## src/rtl/dmem_port_arbiter.sv

```systemverilog
// Two-master round-robin arbiter/sequencer for the data memory (HSEL2 slave); 3-cycle IDLE/ACCESS/DONE sequence.
// Latency: gnt in the IDLE cycle, memory strobes in ACCESS, done/err/rdata in DONE. Backpressure: a losing req waits without gnt.
// Optional build macro DMEM_ARB_FIXED_PRIO_EN: master 0 always wins ties (master 1 may starve).
module dmem_port_arbiter #(
    parameter int ADDR_W    = 32,
    parameter int DATA_W    = 32,
    parameter int MEM_BYTES = 1024
) (
    input  logic              clk,
    input  logic              reset_n,
    input  logic              m0_req,
    input  logic              m0_we,
    input  logic [ADDR_W-1:0] m0_addr,
    input  logic [DATA_W-1:0] m0_wdata,
    output logic              m0_gnt,
    output logic              m0_done,
    output logic [DATA_W-1:0] m0_rdata,
    output logic              m0_err,
    input  logic              m1_req,
    input  logic              m1_we,
    input  logic [ADDR_W-1:0] m1_addr,
    input  logic [DATA_W-1:0] m1_wdata,
    output logic              m1_gnt,
    output logic              m1_done,
    output logic [DATA_W-1:0] m1_rdata,
    output logic              m1_err,
    output logic              HSEL2,
    output logic              mem_read,
    output logic              mem_write,
    output logic [ADDR_W-1:0] address_ram,
    output logic [DATA_W-1:0] write_data,
    input  logic [DATA_W-1:0] read_data
);
    typedef enum logic [1:0] {S_IDLE, S_ACCESS, S_DONE} state_t;

    localparam logic [ADDR_W-1:0] LAST_WORD = ADDR_W'(MEM_BYTES - 4);

    state_t            state_q, state_d;
    logic              last_grant_q, last_grant_d;
    logic              owner_q, owner_d;
    logic              acc_err_q, acc_err_d;
    logic              hsel_q, hsel_d;
    logic              mem_read_q, mem_read_d;
    logic              mem_write_q, mem_write_d;
    logic [ADDR_W-1:0] addr_q, addr_d;
    logic [DATA_W-1:0] wdata_q, wdata_d;
    logic              done_q, done_d;
    logic              err_out_q, err_out_d;
    logic [DATA_W-1:0] rdata_q, rdata_d;

    logic              any_req;
    logic              win;
    logic              sel_we;
    logic [ADDR_W-1:0] sel_addr;
    logic [DATA_W-1:0] sel_wdata;
    logic              sel_err;

    assign any_req = m0_req | m1_req;

    // win: 0 selects master 0, 1 selects master 1
`ifdef DMEM_ARB_FIXED_PRIO_EN
    assign win = ~m0_req;
`else
    assign win = (m0_req & m1_req) ? ~last_grant_q : m1_req;
`endif

    assign sel_we    = win ? m1_we    : m0_we;
    assign sel_addr  = win ? m1_addr  : m0_addr;
    assign sel_wdata = win ? m1_wdata : m0_wdata;
    assign sel_err   = (sel_addr[1:0] != 2'b00) || (sel_addr > LAST_WORD);

    // Grant is presented in the IDLE cycle so the master may drop req right after the latching edge.
    assign m0_gnt = reset_n & (state_q == S_IDLE) & any_req & ~win;
    assign m1_gnt = reset_n & (state_q == S_IDLE) & any_req &  win;

    always_comb begin
        state_d      = state_q;
        last_grant_d = last_grant_q;
        owner_d      = owner_q;
        acc_err_d    = acc_err_q;
        hsel_d       = 1'b0;
        mem_read_d   = 1'b0;
        mem_write_d  = 1'b0;
        addr_d       = '0;
        wdata_d      = '0;
        done_d       = 1'b0;
        err_out_d    = 1'b0;
        rdata_d      = '0;
        case (state_q)
            S_IDLE: begin
                if (any_req) begin
                    state_d      = S_ACCESS;
                    last_grant_d = win;
                    owner_d      = win;
                    acc_err_d    = sel_err;
                    if (!sel_err) begin
                        hsel_d      = 1'b1;
                        mem_write_d = sel_we;
                        mem_read_d  = ~sel_we;
                        addr_d      = sel_addr;
                        wdata_d     = sel_we ? sel_wdata : '0;
                    end
                end
            end
            S_ACCESS: begin
                state_d   = S_DONE;
                done_d    = 1'b1;
                err_out_d = acc_err_q;
                rdata_d   = acc_err_q ? '0 : read_data;
            end
            S_DONE:  state_d = S_IDLE;
            default: state_d = S_IDLE;
        endcase
    end

    always_ff @(posedge clk or negedge reset_n) begin
        if (!reset_n) begin
            state_q      <= S_IDLE;
            last_grant_q <= 1'b1;
            owner_q      <= 1'b0;
            acc_err_q    <= 1'b0;
            hsel_q       <= 1'b0;
            mem_read_q   <= 1'b0;
            mem_write_q  <= 1'b0;
            addr_q       <= '0;
            wdata_q      <= '0;
            done_q       <= 1'b0;
            err_out_q    <= 1'b0;
            rdata_q      <= '0;
        end else begin
            state_q      <= state_d;
            last_grant_q <= last_grant_d;
            owner_q      <= owner_d;
            acc_err_q    <= acc_err_d;
            hsel_q       <= hsel_d;
            mem_read_q   <= mem_read_d;
            mem_write_q  <= mem_write_d;
            addr_q       <= addr_d;
            wdata_q      <= wdata_d;
            done_q       <= done_d;
            err_out_q    <= err_out_d;
            rdata_q      <= rdata_d;
        end
    end

    assign HSEL2       = hsel_q;
    assign mem_read    = mem_read_q;
    assign mem_write   = mem_write_q;
    assign address_ram = addr_q;
    assign write_data  = wdata_q;

    assign m0_done  = done_q & ~owner_q;
    assign m1_done  = done_q &  owner_q;
    assign m0_err   = err_out_q & ~owner_q;
    assign m1_err   = err_out_q &  owner_q;
    assign m0_rdata = owner_q ? '0 : rdata_q;
    assign m1_rdata = owner_q ? rdata_q : '0;
endmodule

```

## config.mk

```make
export PLATFORM = sky130hd
export DESIGN_NAME = dmem_port_arbiter
export DESIGN_NICKNAME = d
export VERILOG_FILES = /design/src/rtl/dmem_port_arbiter.sv
export SDC_FILE = /design/constraint.sdc
export NUM_CORES = 1
export LEC_CHECK = 0
export ABC_AREA = 1
export CORE_ASPECT_RATIO = 0.9
export CORE_UTILIZATION = 38
export CTS_BUF_LIST = sky130_fd_sc_hd__clkbuf_16
export DETAILED_ROUTE_END_ITERATION = 12
export GPL_TIMING_DRIVEN = 1
export PLACE_DENSITY = 0.88
export SYNTH_ARGS = -nofsm -noshare
export SYNTH_HDL_FRONTEND = slang
export SYNTH_SLANG_ARGS = --single-unit
```

## constraint.sdc

```tcl
create_clock -name clk -period 2 [get_ports clk]
set_input_delay 0.3 -clock clk [delete_from_list [all_inputs] [get_ports clk]]
set_output_delay 0.3 -clock clk [all_outputs]
set_load 0.05 [all_outputs]
```

After elaboration in Yosys (flattened, before gate mapping)
Index checks and enable logic that the tools add are counted.
{"block": "totals", "elab_cells": 61, "reg_bits": 106}
{"block": "op_classes", "n_eq_ne": 2, "n_mux": 28, "n_reduce_logical": 4, "n_bitwise": 14, "n_lt_le_gt_ge": 1}
{"cell": "$mux 32", "n": 13}
{"cell": "$gt 32x10->1 const B", "n": 1}
{"cell": "$mux 1", "n": 13}
{"cell": "$and 1x1->1", "n": 9}
{"cell": "$not 1->1", "n": 4}
{"cell": "$pmux 2 s2", "n": 1}
{"cell": "$eq 2x1->1 const B", "n": 1}
{"cell": "$logic_not 2->1", "n": 1}
{"cell": "$mux 2", "n": 1}
{"cell": "$ne 2x2->1 const B", "n": 1}
{"cell": "$reduce_and 2->1", "n": 1}
{"cell": "$reduce_bool 2->1", "n": 1}
{"cell": "$logic_or 1x1->1", "n": 1}
{"cell": "$or 1x1->1", "n": 1}

Longest topological paths before layout
Gate-level depths: netlist of the first run.
{"block": "logic_depth", "depth_word": 8, "mapped_depth": 12, "ltp_nobuf": 11}

Least setup slack after synthesis of the first run
OpenSTA, ideal clock, no wires.
{"block": "synth_path", "path_type": "register to output", "start": "register last_grant_q", "end": "output m0_gnt", "path_buffers": 2, "t_arrival_ps": 2545, "slack_ps": -845, "path_stages_with_launch": 7, "required_time_ps": 1700, "cell_sequence": "dfstp_2 nand2_2 nand2_2 inv_2 buf_2 buf_1 nor4_1"}
{"block": "synth_via", "elab_chain_len": 4}
{"item": "from (decl)", "line": "39", "text": "logic last_grant_q, last_grant_d;"}
{"item": "from (signal assigned)", "line": "132", "text": "last_grant_q <= last_grant_d;"}
{"item": "$not 1->1", "line": "64", "text": "assign win = (m0_req & m1_req) ? ~last_grant_q : m1_req;"}
{"item": "$mux 1", "line": "64"}
{"item": "$not 1->1", "line": "73", "text": "assign m0_gnt = reset_n & (state_q == S_IDLE) & any_req & ~win;"}
{"item": "$and 1x1->1", "line": "73"}
{"item": "to (decl)", "line": "15", "text": "output logic m0_gnt,"}
Every way passes these cells.

Worst setup path in the final report of the first run
Ends and elaborated chain as after synthesis.

==> results of run 1 <==
[critical path: stages, from the launching register on]
cell and delay [ps]:
dfstp_2 550, nand2_2 70, nand2_4 100, inv_6 70
nor4_4 310, buf_12 180
[what timing repair did]
action / CTS / global route
hold endpoints to repair: 0 / 0
cloned: 0 / 1
setup endpoints to repair: 2 / 31
pin swaps: 2 / 3
setup buffers: 1 / 0
gates resized for setup: 4 / 7
[sequential cells by signal (all words and copies together) (netlist names), 2 cells and up]
name	count
rdata_q	32
state_q	2
write_data	32
address_ram	32
[stage by stage]
step | std cells | total power [uW] | utilization (%)
after global routing | 1142 | 6080 | 67.2
final | 1142 | 5750 | 67.2
after global placement | 1125 | 3990 | 64.4
after CTS | 1141 | 5800 | 66.8
after detailed placement | 1125 | 4020 | 64.4
after floorplan | 673 | 3270 | -
[layout make-up]
type	count	area, um2	share of cell area, %
Timing Repair Buffer	320	3100	36.4
Inverter	125	474	5.56
Multi-Input combinational cell	411	1800	21.1
Clock buffer	9	225	2.64
Sequential cell	106	2660	31.1
Clock inverter	7	68.8	0.807
Tap cell	164	205	2.41
[final timing paths]
path                         startpoint               to
setup / recovery           last_grant_q           m0_gnt
hold / removal                  reset_n  address_ram[20]
setup reg to reg           last_grant_q   write_data[11]
hold reg to reg              state_q[1]       state_q[1]
max in group asynchronous       reset_n          owner_q
min in group clk             state_q[1]       state_q[1]
[per-layer routing]
layer  GRT usage [%]  vias up  part of all wire (%)
met1            22.6     2165                    36
met3            3.86       27                   7.5
met2            40.4      222                    54
met4            8.36        0                   2.4
met5               0        -                     0
li1                -     2463                     -
[logic make-up after synthesis]
kind of cell,count (synthesis),share of synthesized area [%]
multiplexers,8,1.62
AND/OR/NAND/NOR,375,31.4
buffers and inverters,156,12.8
AO/OA/AOI/OAI,4,0.405
other,1,0.0758
flip-flops,106,53.7
[placed cells by master, fill, tap and decap left out, drive strengths merged, types with 2 or more instances in the layout]
cell type	instances
buf	88
clkbuf	10
clkdlybuf4s50	230
clkinv	3
conb	24
dfrtp	105
inv	128
mux2i	8
nand2	231
nand3	2
nand3b	13
nor2	126
o21ai	4
[power groups by stage]
stage / logic, uW / registers, uW / clock network, uW
floorplan: 881 / 2380 / 0
finish: 1720 / 2270 / 1760
CTS: 1720 / 2270 / 1800
detailed placement: 1700 / 2310 / 0
global placement: 1680 / 2310 / 0
global route: 1900 / 2280 / 1900
==> results.cfg, run 1 <==
[run_status]
status = finished clean

[die]
die_width_um = 122
fp-row-count = 39
io_pins = 303
die_h_um = 110
core_area_um2 = 12700
start_util_pct = 39.0
die_area_um2 = 13500

[run]
cap_violations = 0

[place]
hpwlAfterDp_um = 11300
gp_congestion = 0.808
place.port_buffers = 302
place_area_um2 = 8170
post-place-ws_ps = -217

[min_path]
hold_class = input port to asynchronous set/reset pin

[setup_path]
reg2reg_depth = 12
end_kind = output port
rrSetupSlack_ps = 120
arrival_ps = 1620
crit_required_ps = 1700
path_class = flip-flop to output port
start_kind = flip-flop
critPathMaxFanout = 12

[yosys]
yosysTopAreaCellShare_pct = 53.1
ys.flop_type = dfrtp_1
yosys_warnings = 0
synth_top_cells_by_count = 229 x nand2_1, 124 x inv_1, 105 x dfrtp_1
yosysMostFrequentCell = nand2_1
yosys.area.top_type = dfrtp_1
syn-mean-instance-area_um2 = 7.61
ys_seq_area_share_pct = 53.7
synthesis.area_um2 = 4950
synth_edf_count = 0
ys_seq_elements = 106
synthDistinctLibCells = 22
ys_top_cells_by_area = dfrtp_1 53%, nand2_1 17%, inv_1 9.4%
synthArstFlopShare_pct = 100
postSynthCellCount = 650

[route]
wire_per_inst_um = 12.7
routed_wl_um = 14500
ant_nets = 0
vias = 4877
dr.first_iter.drc_count = 180
vias_per_cell = 4.27
drc = 0
drtPass1Iterations = 4

[power_and_ir_drop]
p_clk_share_pct = 30.6
power.share.sequential_pct = 39.5
p_sw_share_pct = 32.0
ir_drop_v = 0.000385
p_sw_uw = 1840
combPwrFrac_pct = 29.9
power.internal_uw = 3910
p_leak_uw = 0.00452
p_per_area_nw_per_um2 = 675

[sta]
skew_ps = 5.99
worst_pin_slew_ps = 984
slew_violations = 0
fin_ws_ps = 79.5
slew_headroom_pct = 34.4
fin_crit_ps = 1920
final.period_utilization_pct = 96.0
hold-worst-slack_ps = 69.1
fin_tns_setup_ps = 0
fmax_mhz = 521
setup_viol = 0
rsz0062_at_grt = false
hold_violations = 0

[clock_network]
clk_pin_slew_worst_paths_ps = 70
cts_buffer_depth = 2
cts_tree = yes
root_buffer = clkbuf_16
cts_hold_buf = 0
cts.sinks = 106
clk_latency_ps = 340
htreeDepth = 3
cts-buffers-inserted = 9

[finish]
fillerInstances = 1028
design_area_um2 = 8530
area_growth_pct = 72.4
fin_nets = 1139
drive_above_1_share_pct = 14.9
antenna_cells = 0

[grt]
grt_overflow_total = 0
grt_pass1_wl_um = 21500
grt_use_total_pct = 21.0
antenna_found_initial = 0
grt_pass1_vias = 4445
grt_start_max_net_pins = 107
(Power assumes the default switching activity.)
==> run 2: changes to the inputs <==
HOLD_SLACK_MARGIN = 0.06   (was not set)
==> results of run 2 <==
Same layout as run 1: the final DEF is identical, and so are final timing and power.
==> run 3: changes to the inputs <==
REMOVE_ABC_BUFFERS = 1   (was not set)
==> run 3 against run 2 <==
  * Hold slack worse by 82 ps
  * Critical endpoint is now write_data[12]
  * Via count increased by 1.6%
  * First-iteration DRC count is 12% higher
  * Register-to-register slack worse by 110 ps
  * Total power fell by 1.6%
  * Worst setup slack lost 75 ps
  * Critical path depth increased by 8
  * The run now ends with negative hold slack left
  * Critical path type is now input port to flip-flop
==> results.cfg, run 3 (same netlist as run 1, synthesis figures left out) <==
[run_status]
status = finished with violations
failed_checks = negative hold slack

[route]
wire_per_inst_um = 12.6
ant_nets = 0
dr.first_iter.drc_count = 201
drtPass1Iterations = 4
routed_wl_um = 14500
vias_per_cell = 4.31
drc = 0
vias = 4953

[die]
die_h_um = 110
start_util_pct = 39.0
fp-row-count = 39
die_area_um2 = 13500
core_area_um2 = 12700
io_pins = 303
die_width_um = 122

[clock_network]
clk_pin_slew_worst_paths_ps = 60
cts-buffers-inserted = 9
cts_buffer_depth = 2
clk_latency_ps = 340
cts_hold_buf = 0
root_buffer = clkbuf_16
cts_tree = yes
htreeDepth = 3
cts.sinks = 106

[setup_path]
path_cells = clkdlybuf4s50_1, nand2_4, nand2_4, buf_6, clkbuf_16, nand2_1, nand2_1, nor2_1, nand2_1, nor2_2, nand3_4, clkbuf_16, nor2_4
cp_slowest_cell = clkdlybuf4s50_1
start_kind = input port
crit_required_ps = 2270
crit_path_frequent_cell = nand2_1
arrival_ps = 2270
cp_top_family = buffers and inverters
critPathMaxStageDelay_ps = 500
cp_num_buf_inv = 4
critPathMaxFanout = 9
path_class = input port to flip-flop
end_kind = flip-flop

[power_and_ir_drop]
power.share.sequential_pct = 41.1
combPwrFrac_pct = 31.2
p_per_area_nw_per_um2 = 645
p_clk_share_pct = 27.7
p_sw_uw = 1860
p_leak_uw = 0.00458
ir_drop_v = 0.000421
p_sw_share_pct = 32.8
power.internal_uw = 3800

[run]
cap_violations = 0

[grt]
grt_start_max_net_pins = 107
antenna_found_initial = 0
grt_pass1_wl_um = 20600
grt_overflow_total = 0
grt_use_total_pct = 20.0
grt_pass1_vias = 4336

[sta]
fin_ws_ps = 4.56
fmax_mhz = 501
fin_crit_ps = 2000
rsz0062_at_grt = true
slew_headroom_pct = 32.0
final.period_utilization_pct = 99.8
hold-worst-slack_ps = -12.5
worst_pin_slew_ps = 1020
slew_violations = 0
setup_viol = 0
skew_ps = 11.0
fin_tns_setup_ps = 0
hold_violations = 1

[finish]
antenna_cells = 0
final_cell_mix = 230 x clkdlybuf4s50_1, 223 x nand2_1, 124 x inv_1
mostFrequentLayoutCell = clkdlybuf4s50_1
fin_nets = 1149
area_growth_pct = 77.4
drive_above_1_share_pct = 16.5

[place]
gp_congestion = 0.803
post-place-ws_ps = -187
place.port_buffers = 302
hpwlAfterDp_um = 10800

[min_path]
hold_class = input port to asynchronous set/reset pin
## run 3: repair_timing
action | 4_1_cts | 5_1_grt
gates cloned | 0 | 6
endpoints found under the setup margin | 2 | 46
pin swaps | 0 | 3
buffers inserted | 1 | 1
resized for setup | 6 | 39
## run 3: area by class of cell
| class | instances | area, um2 |
|---|---|---|
| fill | 1013 | 3910 |
| tap | 164 | 205 |
| clock inverter | 5 | 33.8 |
| sequential | 106 | 2660 |
| multi-input combinational | 411 | 1930 |
| inverter | 125 | 472 |
| clock buffer | 9 | 225 |
| timing repair buffer | 330 | 3260 |
## run 3: worst reg2reg max path, stage by stage (launching register included)
cell and delay, ps:
dfstp_2 570, nand2_4 70, nand2_4 90, buf_6 140, clkbuf_16 140, nand2_2 40, nand2_1 50, nand2_1 40
nor2_1 80, nand2_1 90, nor2_4 120, nand3_4 160, clkbuf_16 240, nor2_4 100
## run 3: power by group through the flow
stage               clock, uW  combinational (uW)  sequential (uW)
floorplan                   0                 654             2500
global placement            0                1610             2360
detailed placement          0                1630             2360
CTS                      1610                1660             2320
global route             1710                1930             2340
finish                   1570                1770             2330
## run 3: final timing paths
kind,endpoint,depth (start not counted),start,slack [ps]
max reg2reg,write_data[12],13,last_grant_q,10
min reg2reg,state_q[1],1,state_q[1],460
min in group clk,state_q[1],1,state_q[1],460
max in group asynchronous,rdata_q[1],2,reset_n,1520
min,write_data[28],2,reset_n,-10
max,write_data[12],13,m0_req,5
## run 3: layer usage
metal  wire [um]  share of wire, %  vias to the layer above  GRT usage [%]
met3         995               6.9                       18           4.78
met5           0                 0                        -              0
met1        5180                36                     2257           21.1
met2        8100                56                      200           38.8
met4         250               1.7                        0           6.53
li1            -                 -                     2478              -
## run 3: through the flow
stage | instance area, um2 | cells | hold slack (ps) | util (%) | power (uW)
after CTS | 8460 | 1143 | 67.4 | 66.7 | 5600
after global routing | 8780 | 1150 | 60.0 | 69.2 | 5980
after global placement | 8170 | 1128 | 417 | 64.4 | 3970
after detailed placement | 8170 | 1128 | 423 | 64.4 | 4000
final | 8780 | 1150 | -12.5 | 69.2 | 5660
after floorplan | 4870 | 642 | 4.41 | - | 3150
